`config.mk`:
```
export PLATFORM = sky130hd
export DESIGN_NAME = game_ctrl
export DESIGN_NICKNAME = d
export VERILOG_FILES = /design/src/rtl/game_ctrl.sv
export SDC_FILE = /design/constraint.sdc
export NUM_CORES = 1
export LEC_CHECK = 0
export ABC_AREA = 1
export CORE_MARGIN = 5
export CORE_UTILIZATION = 40
export CTS_BUF_LIST = sky130_fd_sc_hd__clkbuf_4
export DETAILED_ROUTE_END_ITERATION = 10
export PLACE_DENSITY = 0.6
export SLEW_MARGIN = 20
export SYNTH_ARGS = -nofsm -noshare
export SYNTH_HDL_FRONTEND = slang
export SYNTH_SLANG_ARGS = --single-unit
```
`constraint.sdc`:
```
create_clock -name clk -period 2.15 [get_ports clk]
set_input_delay 0.43 -clock clk [delete_from_list [all_inputs] [get_ports clk]]
set_output_delay 0.43 -clock clk [all_outputs]
set_load 0.01 [all_outputs]
```
`src/rtl/game_ctrl.sv`:
```
// Game-flow controller: IDLE/FLYING/DEAD FSM, native BCD score, optional best-score register.
// Latency: every output is registered; a response appears one cycle after the input is sampled.
// Backpressure: none; level/pulse inputs are consumed every cycle, nothing ever stalls.
//
// Ports:
//   clk, rst (async active-low)   clock and reset
//   restart, flap, pass, hit      debounced game inputs (flap is edge-detected internally)
//   state                         0 = IDLE, 1 = FLYING, 2 = DEAD
//   score_bcd, best_bcd           packed BCD, least significant digit in [3:0]
//   flap_pulse                    one-cycle boost request to the physics logic
//   score_sat                     high while the score is all nines
//
// Build option: define GAME_CTRL_HISCORE_EN to build the best-score register and
// comparator; without it best_bcd is tied to zero and the port list is unchanged.
module game_ctrl #(
   parameter int DIGITS    = 3,
   parameter int DEAD_HOLD = 1000,
   parameter int HOLD_W    = 16
) (
   input  logic                  clk,
   input  logic                  rst,
   input  logic                  restart,
   input  logic                  flap,
   input  logic                  pass,
   input  logic                  hit,
   output logic [1:0]            state,
   output logic [4*DIGITS-1:0]   score_bcd,
   output logic [4*DIGITS-1:0]   best_bcd,
   output logic                  flap_pulse,
   output logic                  score_sat
);

   localparam int SW = 4*DIGITS;
   localparam logic [SW-1:0]     NINES    = {DIGITS{4'h9}};
   localparam logic [HOLD_W-1:0] HOLD_MAX = HOLD_W'(DEAD_HOLD);

   typedef enum logic [1:0] {
      ST_IDLE   = 2'd0,
      ST_FLYING = 2'd1,
      ST_DEAD   = 2'd2
   } state_t;

   state_t              state_q, state_d;
   logic [SW-1:0]       score_q, score_d;
   logic [HOLD_W-1:0]   hold_q, hold_d;
   logic                flap_prev_q, flap_prev_d;
   logic                flap_pulse_q, flap_pulse_d;
   logic                score_sat_q, score_sat_d;
   logic [SW-1:0]       score_inc;
   logic                carry;
   logic                flap_rise;

   assign flap_rise   = flap & ~flap_prev_q;
   assign flap_prev_d = flap;

   // Decimal ripple increment: a 9 rolls to 0 and passes the carry upward.
   // Only used when the score is not all nines, so the final carry is dropped.
   always_comb begin
      score_inc = score_q;
      carry     = 1'b1;
      for (int i = 0; i < DIGITS; i++) begin
         if (carry) begin
            if (score_q[4*i +: 4] == 4'd9) begin
               score_inc[4*i +: 4] = 4'd0;
            end else begin
               score_inc[4*i +: 4] = score_q[4*i +: 4] + 4'd1;
               carry               = 1'b0;
            end
         end
      end
   end

   // Next-state logic; priority is restart > hit > flap_rise.
   always_comb begin
      state_d      = state_q;
      score_d      = score_q;
      hold_d       = '0;
      flap_pulse_d = 1'b0;
      if (restart) begin
         state_d = ST_IDLE;
         score_d = '0;
      end else begin
         case (state_q)
            ST_IDLE: begin
               if (flap_rise) begin
                  state_d      = ST_FLYING;
                  score_d      = '0;
                  flap_pulse_d = 1'b1;
               end
            end
            ST_FLYING: begin
               if (hit) begin
                  state_d = ST_DEAD;
               end else begin
                  if (pass && (score_q != NINES)) score_d = score_inc;
                  if (flap_rise) flap_pulse_d = 1'b1;
               end
            end
            ST_DEAD: begin
               // Counter reaches DEAD_HOLD after DEAD_HOLD dead cycles; only then
               // is a flap accepted. The score stays visible on the way to IDLE.
               if (flap_rise && (hold_q == HOLD_MAX)) begin
                  state_d = ST_IDLE;
               end else begin
                  hold_d = (hold_q == HOLD_MAX) ? hold_q : hold_q + HOLD_W'(1);
               end
            end
            default: state_d = ST_IDLE;
         endcase
      end
      score_sat_d = (score_d == NINES);
   end

   always_ff @(posedge clk or negedge rst) begin
      if (!rst) begin
         state_q      <= ST_IDLE;
         score_q      <= '0;
         hold_q       <= '0;
         flap_prev_q  <= 1'b1;   // flap held through reset release is not an edge
         flap_pulse_q <= 1'b0;
         score_sat_q  <= 1'b0;
      end else begin
         state_q      <= state_d;
         score_q      <= score_d;
         hold_q       <= hold_d;
         flap_prev_q  <= flap_prev_d;
         flap_pulse_q <= flap_pulse_d;
         score_sat_q  <= score_sat_d;
      end
   end

`ifdef GAME_CTRL_HISCORE_EN
   logic [SW-1:0] best_q, best_d;

   // Unsigned compare of packed BCD orders the same as the decimal values.
   always_comb begin
      best_d = best_q;
      if (!restart && (state_q == ST_FLYING) && hit && (score_q > best_q))
         best_d = score_q;
   end

   always_ff @(posedge clk or negedge rst) begin
      if (!rst) best_q <= '0;
      else      best_q <= best_d;
   end

   assign best_bcd = best_q;
`else
   assign best_bcd = '0;
`endif

   assign state      = state_q;
   assign score_bcd  = score_q;
   assign flap_pulse = flap_pulse_q;
   assign score_sat  = score_sat_q;

endmodule

```
Word level (Yosys, flattened, before mapping)
Index checks and enable logic that the tools add are counted. Widths: inputs -> output; s select.

Output and inout port bits: 28. Input bits: 6. Flip-flop bits (word level): 33. Logic and storage cells: 54.

Add/subtract/negate cells: 4. Reduce and logical (&&, ||, !) cells: 4. Bitwise logic cells: 2. Muxes and demuxes: 26. Equality and inequality tests: 12.

Operator list (number): $mux 16 (4); $mux 12 (4); $pmux 12 s2 (1); $mux 4 (5); $add 16x1->16 const B (1); $eq 16x10->1 const B (1); $add 4x1->4 const B (3); $eq 12x12->1 const B (1); $eq 4x4->1 const B (3); $ne 12x12->1 const B (1); $ne 3x3->1 const B (3); $mux 2 (4); $mux 1 (6); $pmux 2 s3 (1); $ne 4x4->1 const B (1); $reduce_and 3->1 (1); $eq 2x1->1 const B (1); $eq 2x2->1 const B (1); $logic_and 1x1->1 (2); $logic_not 2->1 (1); $pmux 1 s2 (1); $and 1x1->1 (1); $not 1->1 (1).

Longest topological paths before layout
Gate-level depths: netlist of run 1.

Word-level depth: 9. Gate-level depth with buffers: 14. Mapped depth without buffers: 14.

Worst setup path after synthesis of run 1
OpenSTA, ideal clock, no wires.

Path type: reg2reg. Start point: register score_q[1] (netlist: score_bcd[1]). End point: register score_sat_q (netlist: score_sat). Cell stages (with the launch flop): 14. Arrival: 1600 ps. Library setup time: 115 ps. Buffers on the path: 0. Setup slack: 435 ps. Clock period less this slack: 1715 ps. Required time: 2035 ps. Cell sequence: dfrtp_1 > inv_1 > ha_1 > nand2_2 > nor2_4 > nand3_4 > nand3_1 > nand2_1 > clkinv_1 > nand3_1 > a21oi_2 > nor2_1 > nand2_1 > nor2_2.

Elaborated cells on any way between the ends: 15. Classes of those cells: add/sub (1); eq/ne (3); mux (10); reduce/logical (1).

RTL lines: from (decl) (RTL line 44) `logic [SW-1:0] score_q, score_d;`; from (signal assigned) (RTL line 124) `score_q <= score_d;`; $add 4x1->4, or another cell as far along (RTL line 66) `score_inc[4*i +: 4] = score_q[4*i +: 4] + 4'd1;`; $mux 4 or $logic_and 1x1->1 (tied branches) (RTL line 63, 95); $mux 12 * (RTL line 95) `if (pass && (score_q != NINES)) score_d = score_inc;`; $mux 12 * (RTL line 92) `if (hit) begin`; $pmux 12 s2 * (RTL line 83) `case (state_q)`; $mux 12 * (RTL line 79) `if (restart) begin`; named net score_d[2] (RTL line 44); $eq 12x12->1 * (RTL line 111) `score_sat_d = (score_d == NINES);`; named net score_sat_d (RTL line 48) `logic score_sat_q, score_sat_d;`; to (signal assigned) (RTL line 128) `score_sat_q <= score_sat_d;`; to (decl) (RTL line 48).

Mark *: on every way through the listed nets, which the timed path passes. The rest lies on a longest branch. A chain may end at the register's enable or synchronous reset.

Worst setup path after layout of run 1
Start point: register score_q[1] (netlist: score_bcd[1]). End point: register score_sat_q (netlist: score_sat).

Word-level cells in the longest chain between the ends: 9. Elaborated cells on any way between the ends: 15. Classes of those cells: add/sub (1); eq/ne (3); mux (10); reduce/logical (1).

Ends and longest elaborated chain: $eq 4x4->1 (RTL line 63) `if (score_q[4*i +: 4] == 4'd9) begin`; $mux 1 (RTL line 63); $mux 1 (RTL line 62) `if (carry) begin`; $mux 4 (RTL line 62); $mux 12 (RTL line 95); $mux 12 (RTL line 92); $pmux 12 s2 * (RTL line 83); $mux 12 * (RTL line 79); $eq 12x12->1 * (RTL line 111); named net score_sat_d (RTL line 48).

Marks and branches as above.

==> results of run 1 <==
## final timing paths
kind	endpoint	depth (start not counted)
max	score_sat	13
min	hold_q[15]	2
max reg2reg	score_sat	13
min reg2reg	hold_q[6]	1
max in group asynchronous	flap_prev_q	2
min in group clk	hold_q[6]	1
## power by group through the flow
stage / combinational (mW) / sequential (mW) / clock (mW)
after global routing: 0.888 / 0.838 / 0.519
after CTS: 0.772 / 0.818 / 0.486
after detailed placement: 0.770 / 0.831 / 0
after floorplan: 0.439 / 0.851 / 0
after global placement: 0.770 / 0.831 / 0
final: 0.784 / 0.821 / 0.468
## cells in the mapped netlist, drive strengths merged
| cell type | n | share of area |
|---|---|---|
| a21oi | 28 | 0.069 |
| o31ai | 1 | 0.0034 |
| dfrtp | 32 | 0.36 |
| nand2 | 53 | 0.096 |
| clkinv | 2 | 0.0039 |
| nor4 | 4 | 0.011 |
| inv | 53 | 0.089 |
| buf | 13 | 0.043 |
| nand4 | 11 | 0.034 |
| ha | 8 | 0.045 |
| o21a | 2 | 0.0067 |
| dfstp | 1 | 0.012 |
| nor3b | 1 | 0.0034 |
| a31oi | 2 | 0.0056 |
| or2 | 1 | 0.0028 |
| o21ai | 16 | 0.037 |
| xor2 | 1 | 0.0039 |
| nor2 | 37 | 0.081 |
| nor3 | 7 | 0.016 |
| a211oi | 1 | 0.0034 |
| conb | 1 | 0.0017 |
| nand3 | 28 | 0.075 |
## flip-flops by register name (all words and copies together), names as in the netlist
signal       count
hold_q          16
score_bcd       12
state            2
flap_prev_q      1
flap_pulse       1
score_sat        1
## repair_timing
item | in CTS | in global routing
hold buffers | 0 | 0
setup endpoints to repair | 0 | 2
gates resized for setup | 0 | 1
setup buffers | 0 | 6
## cell families (layout without fill, tap and decap cells)
kind of cell / after synthesis / count (layout) / synth area share
and+or+nand+nor: 142 / 142 / 0.3184
buffers and inverters: 68 / 97 / 0.1354
AOI/OAI and AO/OA: 50 / 50 / 0.1259
DFF: 33 / 33 / 0.3699
adders and majority gates: 8 / 8 / 0.04477
other: 1 / 12 / 0.001677
xor gates and xnor gates: 1 / 1 / 0.003918
## stage by stage
step                      setup slack [ns]  utilization  hold slack [ns]  setup TNS [ns]  instances
after CTS                           0.1422       0.4776           0.4819               0        409
after detailed placement           0.02492       0.4632           0.5157               0        401
after global routing             -0.005673       0.4863           0.5248       -0.005673        415
after global placement             0.07977       0.4632           0.5092               0        401
after floorplan                     0.4345            -           0.1344               0        314
final                               0.2170       0.4863           0.4877               0        415
## cell type report
| type | instances | area (sq um) | share of cell area |
|---|---|---|---|
| Multi-Input combinational cell | 213 | 1150 | 0.4321 |
| Sequential cell | 33 | 827.0 | 0.3108 |
| Timing Repair Buffer | 34 | 307.8 | 0.1157 |
| Inverter | 55 | 207.7 | 0.07804 |
| Tap cell | 72 | 90.09 | 0.03385 |
| Clock buffer | 6 | 45.04 | 0.01693 |
| Clock inverter | 2 | 33.78 | 0.01269 |
## routing by layer
metal | GRT usage | wire, um
met5 | 0 | 0
met4 | 0.05324 | 82
met3 | 0.03337 | 222
met2 | 0.2662 | 2603
met1 | 0.1877 | 2232
## layout by cell type, fill, tap and decap left out, types with 2 or more instances in the layout
master / n
nor2_2: 9
ha_1: 8
clkinv_1: 2
clkbuf_4: 6
dfrtp_1: 32
a31oi_1: 2
nand3_1: 24
clkdlybuf4s50_1: 21
inv_2: 4
nor4_1: 4
conb_1: 12
nor2_1: 25
nand3_2: 3
nor3_1: 7
o21ai_0: 15
a21oi_1: 26
nand4_1: 10
buf_4: 13
o21a_1: 2
nand2_2: 6
nor2_4: 3
nand2_1: 47
inv_1: 49
==> reports/metrics.csv, run 1 <==
metric;value;unit
p_seq_frac;0.396;
synth_cell_type_count;34;
dieArea;7185;sq um
clkTransAtPathRegs;0.11;ns
wire_per_inst;12.39;um
start_util;0.4086;
grt_antenna_before_repair;0;
grt_max_degree;34;
switching_share;0.3747;
viasPerCell;4.867;
area_growth;19.03;%
cts-root-buf;clkbuf_4;
skew;0.01295;ns
die-height;84.77;um
chipWidth;84.77;um
hold_viol;0;
reg2reg_slack;0.22;ns
crit_fanout;6;
dr.first_iter.drc_count;164;
grt_util_all_layers;0.1537;
share_comb_of_total_power;0.378;
io_buffers;21;
p_per_area;778.6;nW/um^2
dp_hpwl;3979;um
maxSlewViolCount;0;
rows;27;
cpMaxStageDelayCell;dfrtp_1;
syn-mean-instance-area;7.379;sq um
crit_path_start_kind;register;
fin_crit;1.933;ns
htreeDepth;2;
cpPeakStageDelay;0.43;ns
nets;356;
detail_route.first_pass.iterations;6;
critPathBufInv;2;
via_count;2020;
hold_class;in2async;
switching_power;0.7764;mW
clockBufferDepth;2;
cts_num_sinks;33;
cp-startpoint;score_bcd[1];
grt_overflow_total;0;
drive_gt1_frac;0.1516;
antennaDiodeCount;0;
fillers;573;
internal_power;1.296;mW
ys_seq_area_frac;0.3699;
final.period_utilization;0.8991;
synthCells;303;
worst_setup_path_end_kind;register;
fmax;517.3;MHz
ys_ff_latch;33;
r2r-start;score_bcd[1];
insertion_delay;0.34;ns
synth_area;2236;sq um
yosys_warnings;0;
design_area;2661;sq um
finalSetupViolations;0;
drc;0;
cpMostUsedCell;nand2_1;
placed_cell_area;2535;sq um
critical_path.cell_chain;inv_1 > ha_1 > nand2_2 > nor2_4 > nand3_4 > buf_4 > nand4_1 > nand3_2 > nand2_1 > nand3_1 > nor2_1 > nand2_1 > nor2_2;
io_pins;34;
ant_nets;0;
cp_top_family;simple AND/OR/NAND/NOR gates;
critPathArrivalTime;2.21;ns
core-area;5473;sq um
total_power;2.072;mW
gp_congestion;0.8257;
crit_type;reg2reg;
outcome;finished clean;
max_cap_violations;0;
cts_buffers;5;
finalWirelength;5141;um
ir_drop;0.3543;mV
grt_pass1_wl;9004;um
cts_tree;done;
p_leak;1.223;nW
clock_power_share;0.226;
worstPathRequired;2.42;ns
grt_pass1_vias;1984;
Note: power is estimated with default switching activity, not from simulation.
==> inputs of run 2 (changes only) <==
Settings changed: CORE_UTILIZATION 40 to 56, CTS_CLUSTER_SIZE from default to 30, PLACE_DENSITY 0.6 to 0.8, SLEW_MARGIN 20 to default.
==> run 2 against run 1 <==
- critical path depth is the same
- global-route usage grew 4.0 points
- total power is 6.8% lower
- clock-buffer cell count is the same
- sequential share of layout area up 1.1 points
- non-clock buffer count shrank 5
- core utilization is 17 points higher
- sequential cell count stayed put
- via count is 0.84% higher
- clock skew increased by 0.0014 ns
- worst setup slack got worse by 0.022 ns
- highest routed layer unchanged
==> reports/metrics.csv, run 2 (synthesis results as in run 1) <==
metric;value;unit;change
ir_drop;0.5045;mV;was 0.3543 mV
final.period_utilization;0.9093;;was 0.8991
cts-root-buf;clkbuf_4;;unchanged
chipWidth;73.19;um;was 84.77 um
dp_hpwl;3697;um;was 3979 um
reg2reg_slack;0.20;ns;was 0.22 ns
layout_commonest_cell;inv_1;;unchanged
max_cap_violations;0;;unchanged
rsz0062_at_grt;no;;
critPathArrivalTime;2.23;ns;was 2.21 ns
fmax;511.5;MHz;was 517.3 MHz
grt_max_degree;34;;unchanged
p_leak;1.190;nW;was 1.223 nW
grt_pass1_vias;1896;;was 1984
hold_class;in2async;;unchanged
fin_hold_ws;0.4810;ns;was 0.4877 ns
antennaDiodeCount;0;;unchanged
top_register;hold_q;;unchanged
ant_nets;0;;unchanged
setup_tns;0;ns;unchanged
clkTransAtPathRegs;0.11;ns;about the same
hold_viol;0;;unchanged
dieArea;5356;sq um;was 7185 sq um
drc;0;;unchanged
fillers;352;;was 573
crit_type;reg2reg;;unchanged
htreeDepth;2;;unchanged
clockBufferDepth;2;;unchanged
crit_path_start_kind;register;;unchanged
die-height;73.19;um;was 84.77 um
nets;351;;was 356
grt_overflow_total;0;;unchanged
core-area;3943;sq um;was 5473 sq um
rows;23;;was 27
grt_antenna_before_repair;0;;unchanged
io_buffers;21;;unchanged
r2r-start;score_bcd[1];;unchanged
area_growth;15.05;%;was 19.03%
largest_register_ffs;16;;unchanged
cts_buffers;5;;unchanged
insertion_delay;0.34;ns;about the same
worst_setup_path_end_kind;register;;unchanged
r2r_end;score_sat;;unchanged
cts_tree;done;;unchanged
drive_gt1_frac;0.1450;;was 0.1516
skew;0.01439;ns;was 0.01295 ns
cts_num_sinks;33;;unchanged
dr.first_iter.drc_count;123;;was 164
gp_congestion;0.8907;;was 0.8257
ff2ff_path_depth;13;;unchanged
outcome;finished clean;;unchanged
finalSetupViolations;0;;unchanged
p_per_area;750.9;nW/um^2;was 778.6 nW/um^2
crit_fanout;4;;was 6
io_pins;34;;unchanged
wire_per_inst;12.58;um;was 12.39 um
grt_util_all_layers;0.1935;;was 0.1537
finish.utilization;0.6525;;was 0.4863
maxSlewViolCount;0;;unchanged
ctsHoldBuffers;0;;unchanged
start_util;0.5671;;was 0.4086
grt_pass1_wl;8169;um;was 9004 um
via_count;2037;;was 2020
viasPerCell;5.250;;was 4.867
fin_crit;1.955;ns;was 1.933 ns
finalWirelength;4882;um;was 5141 um
detail_route.first_pass.iterations;4;;was 6
worstPathRequired;2.43;ns;was 2.42 ns
mostFrequentLayoutCells;48 x inv_1, 47 x nand2_1, 32 x dfrtp_1;;was 49 x inv_1, 47 x nand2_1, 32 x dfrtp_1
[run 2: stage by stage]
stage / worst slack (ns) / power [mW] / instance area (sq um) / cells
3_5_place_dp: 0.1089 / 1.587 / 2507 / 379
6_report: 0.1951 / 1.932 / 2572 / 388
3_3_place_gp: 0.1393 / 1.570 / 2507 / 379
2_1_floorplan: 0.4345 / 1.290 / 2277 / 314
5_1_grt: 0.03607 / 2.071 / 2572 / 388
4_1_cts: 0.1895 / 1.937 / 2562 / 387
[run 2: worst max path at each step]
stage	startpoint	endpoint	slack (ns)	depth (start not counted)
2_1_floorplan	score_bcd[1]	score_sat	0.43	13
3_3_place_gp	pass	score_sat	0.14	9
3_5_place_dp	flap	score_sat	0.11	13
4_1_cts	score_bcd[1]	score_sat	0.19	14
5_1_grt	score_bcd[4]	score_sat	0.04	13
6_report	score_bcd[1]	score_sat	0.20	13
[run 2: what timing repair did]
item,4_1_cts,5_1_grt
setup buffers,0,1
resized for setup,0,2
setup endpoints to repair,0,1
[run 2: final cells by class]
type | instances | area (sq um) | area share
Multi-Input combinational cell | 213 | 1150 | 0.4470
Sequential cell | 33 | 827.0 | 0.3215
Timing Repair Buffer | 29 | 270.3 | 0.1051
Inverter | 55 | 207.7 | 0.08074
Tap cell | 50 | 62.56 | 0.02432
Clock buffer | 6 | 45.04 | 0.01751
Clock inverter | 2 | 10.01 | 0.003891
[run 2: report_power, final]
group	total, mW	internal (mW)	switching (mW)
sequential	0.828	0.698	0.130
clock	0.348	0.137	0.211
combinational	0.755	0.328	0.428
[run 2: per-layer routing]
metal / wire length, um / up-vias / track usage
met5: 0 / - / 0
met1: 2073 / 950 / 0.2465
li1: - / 1035 / -
met2: 2503 / 44 / 0.3267
met4: 65 / 0 / 0.06352
met3: 239 / 8 / 0.03857
[run 2: critical path, stage by stage, from the launching register on]
cell and delay, ns:
dfrtp_1 0.43, inv_2 0.09, ha_2 0.18, nand2_2 0.07, nor2_4 0.19, buf_4 0.16
nand4_1 0.09, nor2_1 0.13, nor2_1 0.08, a21oi_4 0.16, nand3_1 0.08, nor2_1 0.10
nand2_1 0.07, nor2_2 0.08
